File: config.mk
export PLATFORM = sky130hd
export DESIGN_NAME = pc_gen
export DESIGN_NICKNAME = d
export VERILOG_FILES = /design/src/rtl/pc_gen.sv
export SDC_FILE = /design/constraint.sdc
export NUM_CORES = 1
export LEC_CHECK = 0
export ABC_AREA = 1
export ABC_CLOCK_PERIOD_IN_PS = 4400
export BUFFER_PORTS_ARGS = -buffer_cell sky130_fd_sc_hd__buf_2
export CORE_MARGIN = 2
export CORE_UTILIZATION = 60
export CTS_CLUSTER_SIZE = 10
export DETAILED_ROUTE_END_ITERATION = 16
export GPL_TIMING_DRIVEN = 0
export PLACE_DENSITY = 0.95
export SYNTH_ARGS = -nofsm -noshare
export SYNTH_HDL_FRONTEND = slang
export SYNTH_SLANG_ARGS = --single-unit
export TNS_END_PERCENT = 20
File: constraint.sdc
create_clock -name clk -period 4.4 [get_ports clk]
set_input_delay 0.88 -clock clk [delete_from_list [all_inputs] [get_ports clk]]
set_output_delay 0.88 -clock clk [all_outputs]
set_load 0.05 [all_outputs]
File: src/rtl/pc_gen.sv
// pc_gen: IF-stage program counter issuing fetch addresses over req/ready, with redirect latching and misaligned-fetch trap
//   clk/resetn        : clock, asynchronous active-low reset
//   stall             : hazard stall, blocks advance
//   except/except_addr: exception redirect
//   branch/branch_addr: branch/jump redirect
//   if_req/if_addr    : fetch request and address, if_ready accepts it
//   adel              : fetch address misaligned
//   redir_pend        : a latched redirect waits for the next advance
module pc_gen #(
  parameter int ADDR_W = 32,
  parameter logic [ADDR_W-1:0] RESET_VEC = 32'hBFC0_0000,
  parameter int STEP = 4
) (
  input  logic              clk,
  input  logic              resetn,
  input  logic              stall,
  input  logic              except,
  input  logic [ADDR_W-1:0] except_addr,
  input  logic              branch,
  input  logic [ADDR_W-1:0] branch_addr,
  output logic              if_req,
  output logic [ADDR_W-1:0] if_addr,
  input  logic              if_ready,
  output logic              adel,
  output logic              redir_pend
);
  typedef enum logic [1:0] {BOOT, RUN, FAULT} state_t;
  state_t state, state_d;
  logic [ADDR_W-1:0] pc, pc_d, pend_addr, pend_addr_d;
  logic pend_valid, pend_valid_d, pend_is_exc, pend_is_exc_d;
  logic mis, advance, pend_exc;
  assign mis = |pc[1:0];
  assign if_addr = pc;
  assign if_req = state == RUN && !mis;
  assign adel = state != BOOT && mis;
  assign redir_pend = pend_valid;
  assign advance = if_req && if_ready && !stall;
  assign pend_exc = pend_valid && pend_is_exc;
  always_comb begin
    state_d = state;
    pc_d = pc;
    pend_valid_d = pend_valid;
    pend_is_exc_d = pend_is_exc;
    pend_addr_d = pend_addr;
    case (state)
      BOOT: state_d = RUN;
      RUN: begin
        state_d = mis ? FAULT : RUN;
        if (advance) begin
          pc_d = except ? except_addr : pend_valid ? pend_addr : branch ? branch_addr : pc + ADDR_W'(STEP);
          pend_valid_d = 1'b0;
        end else if (except) begin
          pend_valid_d = 1'b1;
          pend_is_exc_d = 1'b1;
          pend_addr_d = except_addr;
        end else if (branch && !pend_exc) begin
          pend_valid_d = 1'b1;
          pend_is_exc_d = 1'b0;
          pend_addr_d = branch_addr;
        end
      end
      FAULT: begin
        // only an exception (live or latched) can leave; latched branches are dropped
        state_d = (except || pend_exc) ? RUN : FAULT;
        pc_d = except ? except_addr : pend_exc ? pend_addr : pc;
        pend_valid_d = 1'b0;
        pend_is_exc_d = 1'b0;
      end
      default: state_d = BOOT;
    endcase
  end
  always_ff @(posedge clk or negedge resetn) begin
    if (!resetn) begin
      state <= BOOT;
      pc <= RESET_VEC;
      pend_valid <= 1'b0;
      pend_is_exc <= 1'b0;
      pend_addr <= '0;
    end else begin
      state <= state_d;
      pc <= pc_d;
      pend_valid <= pend_valid_d;
      pend_is_exc <= pend_is_exc_d;
      pend_addr <= pend_addr_d;
    end
  end
endmodule
==> metrics.md <==
| Metric | Value |
|---|---|
| Worst-margin pin slew | `0.903 ns` |
| Kind of critical path | `flop to output port` |
| Met3 routed WL | `2.03 mm` |
| Critical R2R Launch | `state[1]` |
| Critical path depth | `5` |
| Die height | `95.1 µm` |
| Pwr Density | `784 nW/µm²` |
| CTS H-tree depth | `3` |
| Routed wire length | `16.5 mm` |
| Critical-path maximum fanout | `4` |
| Static Leak | `0.00299 µW` |
| 1st-pass router iterations | `8` |
| Port buffer count | `103` |
| Syn_area_per_cell | `6.37 µm²` |
| Via count | `5,979` |
| Clk_skew | `0.00609 ns` |
| CP arrival | `1.58 ns` |
| Die footprint | `9050 µm²` |
| Worst slew margin | `0.398` |
| Most frequent cells in the layout | `nand2_1 (223), nor2_1 (114), buf_2 (114)` |
| Wl on met1 | `6.18 mm` |
| CP max-delay cell | `dfrtp_1` |
| #FFs+latches synth | `68` |
| CP cell instances | `inv_1, ha_1, inv_1, nor2_4, buf_2` |
| Hold path depth | `2` |
| WL/cell | `16.4 µm` |
| Total CTS buffers | `9` |
| First-pass GRT wire length | `26.0 mm` |
| Net count after synthesis | `857` |
| CTS root buffer | `clkbuf_8` |
| Initial DRC count | `711` |
| Post-Synth Adder-Cell Area | `0.0126` |
| CTS tree | `built` |
| Vias in the first global route | `5,512` |
| Commonest non-fill, non-tap cell in the layout | `nand2_1` |
| Crit end category | `output port` |
| Final layout net count | `971` |
| Num Clock Sinks | `68` |
| Final critical-path share of the clock period | `0.560` |
| Clock Tree Buf Depth | `2` |
| Row Count | `33` |
| Clk_lat worst skew | `0.35 ns` |
| Post-Synthesis Cells | `782` |
| GRT overflow | `0` |
| Area leader, netlist | `dfrtp_1` |
| YS warnings | `0` |
| Number of synthesized flops with an enable pin | `0` |
| Max VDD drop | `531 µV` |
| Diodes inserted | `0` |
| CTS resizes | `0` |
| WP data required | `3.52 ns` |
| Fraction of registers with async set/reset | `1.00` |
| Main combinational cell family by area after synthesis | `simple AND/OR/NAND/NOR gates` |
| Worst hold path startpoint | `if_addr[0]` |
| Critical R2R Capture | `pend_addr[5]` |
| Crit path largest cell delay | `0.40 ns` |
| Initial antenna violation count | `0` |
| CP bufs+invs | `3` |
| Placed cell areas | `5630 µm²` |
| Setup TNS | `0 ns` |
| Final period demand of the worst path | `2.46 ns` |
| Synth Area in Simple Gates | `0.333` |
| Maxcap violations | `0` |
| Final Wtd Congestion | `0.981` |
| # IOs | `105` |
| FF-to-FF path depth | `9` |
| Ranking of synthesized cells by area | `dfrtp_1 (30%), nand2_1 (17%), nor2_1 (8.6%)` |
| Netlist cell types | `37` |
| Final Hold Fails | `0` |
| Initial Util | `0.612` |
| Fmax | `406 MHz` |
| Reg-to-reg setup timing slack | `2.26 ns` |
| Largest net degree at the start of global routing | `69` |
| CP Launch Type | `flop` |
| DRC violations left | `0` |
| Mux cell area share after synthesis | `0` |
| Status | `completed` |
| Vias per cell | `5.94` |
| Fin area | `5870 µm²` |
| Post-synthesis xor/xnor area fraction | `0.0141` |
| CORE AREA | `8130 µm²` |
| Synthesis-to-layout area growth | `17.9%` |
| Post-CTS Setup Inserts | `0` |
| DR top layer | `met4` |
| Die X-Extent | `95.1 µm` |
| Clk pin slew, worst setup/hold paths | `0.08 ns` |
| Number of hold-repair buffers added at the cts stage | `0` |
| Final Max Tran Viols | `0` |
| Total GRT Usage | `0.372` |
| Layout cells sized above 1 | `0.192` |
| Met2 wire len | `7.66 mm` |
| Cell mode on critical path | `inv_1` |
| Final setup violation count | `0` |
| Prevailing post-synth register cell | `dfrtp_1` |
| Post-synthesis sequential area ratio | `0.344` |
| Post-synthesis compound-gate area fraction | `0.198` |
| Syn Std Cell Area | `4980 µm²` |
| Post-synth top area share | `0.296` |
| DP HPWL | `11.6 mm` |
| End of the worst hold path | `if_addr[0]` |
| Crit path max-delay family | `buffers and inverters` |
| Hold/Removal Path Class | `flop to flop` |
| Unrepaired setup endpoints after global routing | `no` |
| Post-route ant nets | `0` |
[power by group]
part	leakage [µW]	switching [µW]	total (µW)	internal [µW]
sequential	0.000779	349	1320	971
clock	0.000120	268	646	378
combinational	0.00209	1890	2640	745
[cell type report]
cell class,count,area [µm²]
Multi-Input combinational cell,595,2780
Fill cell,672,2260
Sequential cell,68,1710
Timing Repair Buffer,103,518
Inverter,84,315
Buffer,35,176
Tap cell,105,131
Clock buffer,10,128
Clock inverter,6,113
[per-stage QoR]
| stage | instances | power (µW) | hold WS, ns | utilization | worst slack [ns] |
|---|---|---|---|---|---|
| 3_5_place_dp | 990 | 3860 | 0.500 | 0.692 | 2.00 |
| 3_3_place_gp | 990 | 3790 | 0.496 | 0.692 | 2.04 |
| 4_1_cts | 1006 | 4520 | 0.519 | 0.722 | 1.93 |
| 2_1_floorplan | 782 | 3170 | 0.469 | - | 2.09 |
| 6_report | 1006 | 4600 | 0.525 | 0.722 | 1.94 |
| 5_1_grt | 1006 | 4880 | 0.558 | 0.722 | 1.82 |
[per-layer routing]
metal / up-vias / global-route usage
met3: 68 / 0.0625
met5: - / 0
met1: 2731 / 0.482
met4: 0 / 0.182
met2: 450 / 0.604
li1: 2730 / -
[registers in the layout, indices dropped and copies added, names as in the netlist]
name	count
pend_addr	32
redir_pend	1
if_addr	32
pend_is_exc	1
state	2
[worst max path at each step]
stage                     slack (ns)       endpoint  startpoint
after floorplan                 2.09           adel  if_addr[1]
after global placement          2.04  pend_addr[26]      branch
after detailed placement        2.00  pend_addr[19]      branch
after CTS                       1.93         if_req    state[1]
after global routing            1.82         if_req    state[1]
final                           1.94         if_req    state[1]
[worst register-to-register path: stages, from the launching register on]
cell and delay, ns:
dfrtp_1 0.38, inv_1 0.07, ha_1 0.23, inv_1 0.13, nor2_4 0.06, nand3_2 0.10
nand2_1 0.12, a21oi_4 0.30, clkbuf_1 0.44, o21ai_0 0.17
[Yosys cell counts, types with 6 or more instances]
| library cell | n |
|---|---|
| nor2_2 | 7 |
| dfstp_2 | 9 |
| xor2_1 | 6 |
| inv_1 | 78 |
| o21ai_0 | 80 |
| nand2_2 | 6 |
| buf_2 | 12 |
| a21oi_1 | 70 |
| nand2_1 | 223 |
| nor2_1 | 114 |
| nand3_1 | 37 |
| a211oi_1 | 7 |
| a31oi_1 | 10 |
| dfrtp_1 | 59 |
| clkbuf_1 | 13 |
[logic make-up after synthesis]
logic type	count (synthesis)
compound gates	182
xor+xnor	8
fa+ha+maj	5
buf+inv	119
flops	68
simple gates	400
Note: power is estimated with default switching activity, not from simulation.
